`src/rtl/cmp_search_ctrl_pkg.sv`:
```
// Shared definitions for the signed-compare search controller.
//  - comparator result codes returned on cmp_code
//  - FSM state encoding used by cmp_search_ctrl
package cmp_pkg;

  localparam logic [1:0] CMP_EQ = 2'b01;  // A == B
  localparam logic [1:0] CMP_GT = 2'b10;  // A >  B (target above guess)
  localparam logic [1:0] CMP_LT = 2'b11;  // A <  B (target below guess)

  typedef enum logic [2:0] {
    ST_IDLE  = 3'd0,
    ST_PROBE = 3'd1,
    ST_EVAL  = 3'd2,
    ST_DONE  = 3'd3,
    ST_ERR   = 3'd4
  } state_t;

endpackage

```
`src/rtl/cmp_search_ctrl_if.sv`:
```
// Handshake/bus bundle between the search controller and whoever starts it
// and supplies the comparator answer.
//  start     : request a new search
//  cmp_code  : comparator result for (A=target, B=guess)
//  guess     : value driven onto comparator B
//  busy/done/err, found_val, steps : search status and result
// slave  = the controller side, master = the requester/comparator side.
interface cmp_search_ctrl_if #(
  parameter int WIDTH = 4
);
  logic                    start;
  logic [1:0]              cmp_code;
  logic signed [WIDTH-1:0] guess;
  logic                    busy;
  logic                    done;
  logic signed [WIDTH-1:0] found_val;
  logic [2:0]              steps;
  logic                    err;

  modport slave (
    input  start, cmp_code,
    output guess, busy, done, found_val, steps, err
  );

  modport master (
    output start, cmp_code,
    input  guess, busy, done, found_val, steps, err
  );
endinterface

```
`src/rtl/cmp_search_ctrl_settle_cnt.sv`:
```
// cmp_settle_cnt: down-counter that holds a guess steady before the
// comparator answer is trusted.
//  clk, rst  : clock, synchronous active-high reset
//  load      : load load_val (takes priority over counting)
//  load_val  : number of extra cycles to wait
//  expired   : counter is at zero
module cmp_settle_cnt #(
  parameter int CW = 2
) (
  input  logic          clk,
  input  logic          rst,
  input  logic          load,
  input  logic [CW-1:0] load_val,
  output logic          expired
);

  logic [CW-1:0] cnt_r;

  // Load on request, otherwise count down and rest at zero.
  always_ff @(posedge clk) begin
    if (rst) begin
      cnt_r <= {CW{1'b0}};
    end else if (load) begin
      cnt_r <= load_val;
    end else if (cnt_r != {CW{1'b0}}) begin
      cnt_r <= cnt_r - {{(CW-1){1'b0}}, 1'b1};
    end else begin
      cnt_r <= cnt_r;
    end
  end

  assign expired = (cnt_r == {CW{1'b0}});

endmodule

```
`src/rtl/cmp_search_ctrl.sv`:
```
// cmp_search_ctrl: initiator of the signed compare interface. Drives guesses
// on comparator B, reads back the code and binary-searches the signed target
// on comparator A, then reports the value and the number of probes.
//  clk, rst : clock, synchronous active-high reset
//  bus      : cmp_search_ctrl_if.slave (start, cmp_code in; guess, busy,
//             done, found_val, steps, err out; all outputs registered)
module cmp_search_ctrl
  import cmp_pkg::*;
#(
  parameter int WIDTH  = 4,
  parameter int SETTLE = 1
) (
  input  logic               clk,
  input  logic               rst,
  cmp_search_ctrl_if.slave   bus
);

  localparam int CW = $clog2(SETTLE + 1);
  // The first probe gets one extra hold cycle so the freshly launched guess
  // settles after the window set-up; later probes hold exactly SETTLE cycles.
  localparam logic [CW-1:0] LOAD_FIRST = CW'(SETTLE);
  localparam logic [CW-1:0] LOAD_NEXT  = CW'(SETTLE - 1);

  localparam logic signed [WIDTH:0] LO_INIT = {2'b11, {(WIDTH-1){1'b0}}};
  localparam logic signed [WIDTH:0] HI_INIT = {2'b00, {(WIDTH-1){1'b1}}};
  localparam logic signed [WIDTH:0] ONE_W   = {{WIDTH{1'b0}}, 1'b1};

  // floor((lo+hi)/2) in WIDTH+1 bits; the result always lies in [lo,hi],
  // which is inside the WIDTH-bit signed range, so truncation is lossless.
  function automatic logic signed [WIDTH-1:0] win_mid(
    input logic signed [WIDTH:0] lo,
    input logic signed [WIDTH:0] hi
  );
    logic signed [WIDTH:0] sum;
    sum = lo + hi;
    return WIDTH'(sum >>> 1);
  endfunction

  state_t                  state_r;
  logic signed [WIDTH:0]   lo_r, hi_r;
  logic signed [WIDTH-1:0] guess_r, found_r;
  logic                    busy_r, done_r, err_r;
  logic [2:0]              steps_r;

  logic signed [WIDTH:0]   guess_ext_s, new_lo_s, new_hi_s;
  logic signed [WIDTH-1:0] next_mid_s, init_mid_s;
  logic                    cross_s, start_ok_s, narrow_s, load_s, expired_s;
  logic [CW-1:0]           load_val_s;

  assign init_mid_s = win_mid(LO_INIT, HI_INIT);

  // Window update implied by the current comparator answer.
  always_comb begin
    guess_ext_s = {guess_r[WIDTH-1], guess_r};
    new_lo_s    = lo_r;
    new_hi_s    = hi_r;
    narrow_s    = 1'b0;
    case (bus.cmp_code)
      CMP_GT: begin
        new_lo_s = guess_ext_s + ONE_W;
        narrow_s = 1'b1;
      end
      CMP_LT: begin
        new_hi_s = guess_ext_s - ONE_W;
        narrow_s = 1'b1;
      end
      default: begin
        new_lo_s = lo_r;
        new_hi_s = hi_r;
        narrow_s = 1'b0;
      end
    endcase
    cross_s    = (new_lo_s > new_hi_s);
    next_mid_s = win_mid(new_lo_s, new_hi_s);
  end

  // Start acceptance and settle-counter load control.
  always_comb begin
    start_ok_s = bus.start &&
                 ((state_r == ST_IDLE) || (state_r == ST_DONE) || (state_r == ST_ERR));
    if (start_ok_s) begin
      load_s     = 1'b1;
      load_val_s = LOAD_FIRST;
    end else if ((state_r == ST_EVAL) && narrow_s && !cross_s) begin
      load_s     = 1'b1;
      load_val_s = LOAD_NEXT;
    end else begin
      load_s     = 1'b0;
      load_val_s = LOAD_NEXT;
    end
  end

  cmp_settle_cnt #(.CW(CW)) u_settle (
    .clk      (clk),
    .rst      (rst),
    .load     (load_s),
    .load_val (load_val_s),
    .expired  (expired_s)
  );

  // Search FSM with registered outputs.
  always_ff @(posedge clk) begin
    if (rst) begin
      state_r <= ST_IDLE;
      lo_r    <= {(WIDTH+1){1'b0}};
      hi_r    <= {(WIDTH+1){1'b0}};
      guess_r <= {WIDTH{1'b0}};
      found_r <= {WIDTH{1'b0}};
      steps_r <= 3'd0;
      busy_r  <= 1'b0;
      done_r  <= 1'b0;
      err_r   <= 1'b0;
    end else begin
      case (state_r)
        ST_IDLE, ST_DONE, ST_ERR: begin
          done_r <= 1'b0;
          if (start_ok_s) begin
            lo_r    <= LO_INIT;
            hi_r    <= HI_INIT;
            guess_r <= init_mid_s;
            steps_r <= 3'd1;
            err_r   <= 1'b0;
            busy_r  <= 1'b1;
            state_r <= ST_PROBE;
          end else begin
            state_r <= state_r;
          end
        end
        ST_PROBE: begin
          if (expired_s) begin
            state_r <= ST_EVAL;
          end else begin
            state_r <= ST_PROBE;
          end
        end
        ST_EVAL: begin
          case (bus.cmp_code)
            CMP_EQ: begin
              found_r <= guess_r;
              done_r  <= 1'b1;
              busy_r  <= 1'b0;
              state_r <= ST_DONE;
            end
            CMP_GT, CMP_LT: begin
              lo_r <= new_lo_s;
              hi_r <= new_hi_s;
              if (cross_s) begin
                // Answers contradict each other: the window emptied.
                err_r   <= 1'b1;
                busy_r  <= 1'b0;
                state_r <= ST_ERR;
              end else begin
                guess_r <= next_mid_s;
                steps_r <= steps_r + 3'd1;
                state_r <= ST_PROBE;
              end
            end
            default: begin
              err_r   <= 1'b1;
              busy_r  <= 1'b0;
              state_r <= ST_ERR;
            end
          endcase
        end
        default: begin
          busy_r  <= 1'b0;
          done_r  <= 1'b0;
          state_r <= ST_IDLE;
        end
      endcase
    end
  end

  assign bus.guess     = guess_r;
  assign bus.busy      = busy_r;
  assign bus.done      = done_r;
  assign bus.found_val = found_r;
  assign bus.steps     = steps_r;
  assign bus.err       = err_r;

endmodule

```
`src/flat_wrapper.sv`:
```
// flat-port wrapper written by rule: the top's interface ports become plain ports
module cmp_search_ctrl_flat import cmp_pkg::*;
#(
  parameter int WIDTH  = 4,
  parameter int SETTLE = 1
)
  (clk, rst, bus_start, bus_cmp_code, bus_guess, bus_busy, bus_done, bus_found_val, bus_steps, bus_err);
  cmp_search_ctrl_if #(.WIDTH(WIDTH)) bus_i ();
  input  logic clk;
  input  logic rst;
  input wire logic [$bits(bus_i.start)-1:0] bus_start;
  input wire logic [$bits(bus_i.cmp_code)-1:0] bus_cmp_code;
  output wire logic [$bits(bus_i.guess)-1:0] bus_guess;
  output wire logic [$bits(bus_i.busy)-1:0] bus_busy;
  output wire logic [$bits(bus_i.done)-1:0] bus_done;
  output wire logic [$bits(bus_i.found_val)-1:0] bus_found_val;
  output wire logic [$bits(bus_i.steps)-1:0] bus_steps;
  output wire logic [$bits(bus_i.err)-1:0] bus_err;
  assign bus_i.start = bus_start;
  assign bus_i.cmp_code = bus_cmp_code;
  assign bus_guess = bus_i.guess;
  assign bus_busy = bus_i.busy;
  assign bus_done = bus_i.done;
  assign bus_found_val = bus_i.found_val;
  assign bus_steps = bus_i.steps;
  assign bus_err = bus_i.err;
  cmp_search_ctrl #(.WIDTH(WIDTH), .SETTLE(SETTLE)) u_core (.clk(clk), .rst(rst), .bus(bus_i));
endmodule
```
`config.mk`:
```
export PLATFORM = sky130hd
export DESIGN_NAME = cmp_search_ctrl_flat
export DESIGN_NICKNAME = d
export VERILOG_FILES = /design/src/rtl/cmp_search_ctrl_pkg.sv /design/src/rtl/cmp_search_ctrl_if.sv /design/src/rtl/cmp_search_ctrl_settle_cnt.sv /design/src/rtl/cmp_search_ctrl.sv /design/src/flat_wrapper.sv
export SDC_FILE = /design/constraint.sdc
export NUM_CORES = 1
export LEC_CHECK = 0
export ABC_AREA = 1
export CORE_AREA = 3 3 72 74
export DETAILED_ROUTE_END_ITERATION = 16
export DIE_AREA = 0 0 75 77
export GPL_ROUTABILITY_DRIVEN = 1
export PLACE_DENSITY = 0.59
export SLEW_MARGIN = 20
export SYNTH_ARGS = -nofsm -noshare
export SYNTH_HDL_FRONTEND = slang
export SYNTH_SLANG_ARGS = --single-unit
```
`constraint.sdc`:
```
create_clock -name clk -period 3.5 [get_ports clk]
set_input_delay 0.7 -clock clk [delete_from_list [all_inputs] [get_ports clk]]
set_output_delay 0.7 -clock clk [all_outputs]
set_load 0.03 [all_outputs]
```
# Word-level counts from Yosys, hierarchy flattened
# Index checks and enable logic that the tools add are counted.
[classes]
n_lt_le_gt_ge = 1
add_sub_neg = 5
n_mux = 36
n_bitwise = 1
eq_ne = 13
n_reduce_logical = 16
[ops]
columns = ["operator", "count"]
rows = [
  ["$mux W5", 6],
  ["$pmux W5 S2", 2],
  ["$mux W1", 12],
  ["$mux W3", 4],
  ["$mux W4", 3],
  ["$pmux W3 S2", 2],
  ["$pmux W3 S3", 1],
  ["$ne A2 B2 Y1 const B", 4],
  ["$pmux W4 S2", 1],
  ["$reduce_and A4 Y1", 2],
  ["$eq A3 B2 Y1 const B", 2],
  ["$pmux W1 S2", 3],
  ["$reduce_and A3 Y1", 2],
  ["$add A4 B2 Y5 const B", 1],
  ["$add A5 B5 Y5", 1],
  ["$gt A5 B5 Y1", 1],
  ["$sub A4 B2 Y5 const B", 1],
  ["$eq A2 B2 Y1 const B", 2],
  ["$reduce_and A2 Y1", 2],
  ["$add A3 B1 Y3 const B", 1],
  ["$eq A3 B1 Y1 const B", 1],
  ["$eq A3 B3 Y1 const B", 1],
  ["$logic_and A1 B1 Y1", 3],
  ["$logic_not A3 Y1", 1],
  ["12 further kinds", 13],
]
[word_totals]
input_bits = 5
out_inout_bits = 14
ff_bits = 28
wordCells = 82

# Longest topological paths before layout
[logic_depth]
depth_word = 8
mapped_depth = 18
depth_no_buf = 18

# Cells and area by module
# From an unflattened synthesis, not the netlist that was laid out.
[hier_totals]
cells_unflattened = 230
area_unflattened_um2 = 1686.6
[modules_own_cells]
columns = ["mod", "cells_each", "area_per_inst_um2", "seq_area_each_um2", "n_inst"]
rows = [
  ["cmp_search_ctrl", 226, 1652.8, 540.5, 1],
  ["cmp_settle_cnt", 4, 33.8, 20.0, 1],
]

# Worst setup path before layout
# OpenSTA, ideal clock, no wires.
[synth_path]
path_type = "reg2reg"
from = "reg u_core.guess_r[0], in the netlist u_core.bus.guess[0]"
to = "reg u_core.guess_r[3], in the netlist u_core.bus.guess[3]"
period_less_slack_ps = 2723
setup_ps = 114
stages_incl_launch_ff = 13
slack_ps = 777
required_time_ps = 3386
n_path_buf = 0
arrival_time_ps = 2609
cell_sequence = "dfxtp_1 > inv_1 > ha_1 > inv_1 > o21ai_0 > inv_1 > fa_1 > or2_2 > a21oi_1 > nor2_1 > xor2_1 > nor2_1 > nor2_1"
[synth_between]
elab_chain_cells = 6
word_cells_on_any_way = 11
cone_classes = "add/sub (3); order compare (1); eq/ne (1); mux (5); reduce/logical (1)"
[synth_lines]
columns = ["item", "line", "source"]
rows = [
  ["start: declaration", "cmp_search_ctrl.sv:41", "logic signed [WIDTH-1:0] guess_r, found_r;"],
  ["start signal: assignment", "cmp_search_ctrl.sv:107", "guess_r <= {WIDTH{1'b0}};"],
  ["start signal: assignment", "cmp_search_ctrl.sv:120", "guess_r <= init_mid_s;"],
  ["start signal: assignment", "cmp_search_ctrl.sv:153", "guess_r <= next_mid_s;"],
  ["$add A4 B2 Y5 or $sub A4 B2 Y5 (tied branches)", "cmp_search_ctrl.sv:60, cmp_search_ctrl.sv:64", ""],
  ["$mux W5", "cmp_search_ctrl.sv:58", "case (bus.cmp_code)"],
  ["$add A5 B5 Y5", "cmp_search_ctrl.sv:35", "sum = lo + hi;"],
  ["$mux W4", "cmp_search_ctrl.sv:147", "if (cross_s) begin"],
  ["$mux W4", "cmp_search_ctrl.sv:137", "case (bus.cmp_code)"],
  ["$pmux W4 S2", "cmp_search_ctrl.sv:114", "case (state_r)"],
]
# Parallel ways exist; a longest one is shown, timed or not. The select of a mux whose other input is x is not followed.
# A chain may end at the register's enable or synchronous reset.

# Final worst setup path
[layout_path]
from = "in bus_cmp_code[1]"
to = "reg u_core.guess_r[3], in the netlist u_core.bus.guess[3]"
[layout_between]
elab_chain_cells = 6
word_cells_on_any_way = 13
cone_classes = "add/sub (1); order compare (1); eq/ne (4); mux (5); reduce/logical (2)"
[layout_lines]
columns = ["item", "line", "source"]
rows = [
  ["start: declaration", "flat_wrapper.sv:12", "input wire logic [$bits(bus_i.cmp_code)-1:0] bus_cmp_code;"],
  ["$eq A2 B2 Y1", "cmp_search_ctrl.sv:58, cmp_search_ctrl.sv:137", ""],
  ["$mux W5", "cmp_search_ctrl.sv:58", ""],
  ["$add A5 B5 Y5", "cmp_search_ctrl.sv:35", ""],
  ["$mux W4", "cmp_search_ctrl.sv:147", ""],
  ["$mux W4", "cmp_search_ctrl.sv:137", ""],
  ["$pmux W4 S2", "cmp_search_ctrl.sv:114", ""],
]
# Parallel ways exist; a longest one is shown, timed or not. The select of a mux whose other input is x is not followed.

==> metrics.cfg <==
[drt]
ant_nets = 0
num_vias = 1430
drt_iter0_drc = 69
drt_pass1_iterations = 4
wl_mm = 3.717
routedWlPerCell_microns = 12.23
remaining_drc_errors = 0
detail_route.vias_per_cell = 4.704

[worst_setup_path]
reg2reg_from = u_core.bus.guess[0]
path_common_cell = nor2_1
max_stage_delay_ps = 500
critPathTopFamily = buffers and inverters
r2r_setup_slack_ps = 740
worstRegToRegCells = 15
cp_num_buf_inv = 4
crit_chain = clkdlybuf4s50_1 > inv_2 > nor2_1 > inv_2 > o21ai_0 > ha_1 > inv_1 > fa_1 > or2_2 > a21oi_1 > nor2_1 > xor2_1 > nor2_1 > nor2_1
required_ps = 3690
worstSetupStartpointType = input port
worstPathMaxFanout = 9
cp-end-kind = register
slowest_stage = clkdlybuf4s50_1
r2r-end = u_core.bus.err
arrival_ps = 3220
critPathKind = in -> reg

[placement]
routabilityCongestion = 0.8294
dp_hpwl_mm = 2.893
dpl_cell_area_sq_mm = 0.001882
port_buffers = 18

[hold_path]
hold_depth = 2
min_from = u_core.hi_r[4]
hold_end = u_core.hi_r[4]
min_path_type = reg -> reg

[logic_synthesis]
ys_seq_elements = 28
netlist_area_sq_mm = 0.001614
yosysSeqAreaShare = 0.3473
yosysTopAreaCell = dfxtp_1
netlist_instances = 227
synthesis.nets = 245
synthArstFlopShare = 0
yosysTopAreaCellShare = 0.3473
synth_edf_count = 0
yosys-top-cells-area = dfxtp_1, nand2_1, ha_1
synth_cell_types = 33
ys.flop_type = dfxtp_1
postSynthAreaPerCell_sq_um = 7.110
yosys_warnings = 0

[cts]
clock-sinks = 28
postCtsHoldBufs = 0
cts_buffers = 3
cts_max_level = 1
post_cts_resized = 0
cts-root-buf = clkbuf_8
post_cts_buffers = 0
clk_pin_slew_ps = 100
clk_latency_ps = 280
clock_path_buffers = 2
cts_tree = done

[floorplan]
initial_core_util = 0.3463
core-area_sq_mm = 0.004661
die_width_microns = 75
ioPinCount = 19
dieArea_sq_mm = 0.005775
rows = 25
dieHeight_microns = 77

[layout]
fin_nets = 269
drive_above_1_share = 0.1120
n_antenna_cell = 0
area_growth_pct = 21.01
fin_util = 0.4191
fin_area_sq_mm = 0.001953

[sta]
final_max_slew_viol_count = 0
tns_ps = 0
skew_ps = 3.478
period_minus_slack_ps = 3030
worstMarginPinSlew_ps = 546.7
fin_crit_sh = 0.8657
final_hold_viol_count = 0
rsz0062_at_grt = no
fmax_mhz = 330.0
holdWs_ps = 471.4
maxSlewHeadroom = 0.6344
setup_viol = 0

[grt]
antenna_found_initial = 0
grt_max_degree = 17
overflow = 0
grt_pass1_vias = 1387
grt_pass1_wl_mm = 6.672
track_usage = 0.1467

[power_and_ir_drop]
pwr_density_cell_mw_per_mm2 = 521.9
leakagePower_nw = 0.8548
vdd_drop_max_mv = 0.2137

[flow_run]
drv_cap = 0

[run_status]
status = completed

## tightest hold or removal path: stages, from the launching register on
cell     delay (ps)
dfxtp_1         330
nand2_1          60
a21oi_1          50
## logic make-up after synthesis
group,after synthesis,synth area share
flip-flops,28,0.3473
buffers and inverters,41,0.1008
AND/OR/NAND/NOR,91,0.2612
XOR/XNOR,5,0.02713
AO/OA/AOI/OAI,49,0.1581
adder cells (fa/ha/maj),13,0.1054
## report_power, final
part	internal, mW	switching [mW]	leakage [nW]
logic	0.138	0.227	0.590
clock network	0.153	0.110	0.0357
registers	0.353	0.0384	0.230
total	0.644	0.375	0.855
## synth_stat cells, drive strengths merged (2+ instances only)
library cell,instances
dfxtp,28
clkbuf,2
xor2,4
nand4,2
nand2,47
ha,12
nor3,5
clkinv,2
nand3,10
a21oi,22
inv,35
buf,2
o21ai,23
nor2,24
## cell usage in the layout (no fill, tap or decap), types with 2 or more instances in the layout
cell             count
o21ai_1              9
clkbuf_8             3
inv_2                8
nor3_1               3
buf_4                5
xor2_1               4
ha_1                12
nor2_1              23
o21ai_0             14
clkdlybuf4s50_1     18
nand3_1             10
nand4_1              2
dfxtp_1             28
nand2_2              2
nand2_4              3
nand2_1             42
inv_1               27
a21oi_1             22
## worst max-delay path by stage
stage	start	endpoint	slack (ps)	depth (start not counted)
floorplan	u_core.bus.guess[0]	u_core.bus.guess[3]	780	12
global placement	bus_cmp_code[1]	u_core.bus.err	200	16
detailed placement	bus_cmp_code[1]	u_core.bus.guess[3]	150	14
CTS	bus_cmp_code[1]	u_core.bus.guess[3]	470	14
global route	bus_cmp_code[0]	u_core.bus.err	120	16
finish	bus_cmp_code[1]	u_core.bus.guess[3]	470	14
## state kept, by name (all words and copies together) (netlist names)
signal,cells
u_core.hi_r,5
u_core.bus.guess,4
u_core.u_settle.cnt_r,1
u_core.bus.err,1
u_core.bus.done,1
u_core.bus.busy,1
u_core.bus.steps,3
u_core.state_r,3
u_core.lo_r,5
u_core.bus.found_val,4
## cell type report
cell class | count | area, sq um
clock buffers | 3 | 41.29
clock inverters | 1 | 30.03
fillers | 467 | 2708
inverters | 37 | 145.1
multi-input cells | 158 | 890.9
flip-flops and latches | 28 | 560.5
well taps | 54 | 67.56
repair buffers | 23 | 217.7
## metal layers
layer / track usage / vias up / routed length (microns)
met4: 0.04270 / 0 / 48
li1: - / 776 / -
met3: 0.02359 / 5 / 107
met1: 0.2193 / 633 / 1934
met5: 0 / - / 0
met2: 0.2134 / 16 / 1626
## metrics by stage
stage               power [mW]  setup WS [ps]  instances
CTS                      1.026          469.4        304
global placement        0.7597          196.0        300
detailed placement      0.7604          154.4        300
finish                   1.019          470.0        304
global route             1.099          120.1        304
floorplan               0.6527          777.5        227
Note: power is estimated with default switching activity, not from simulation.
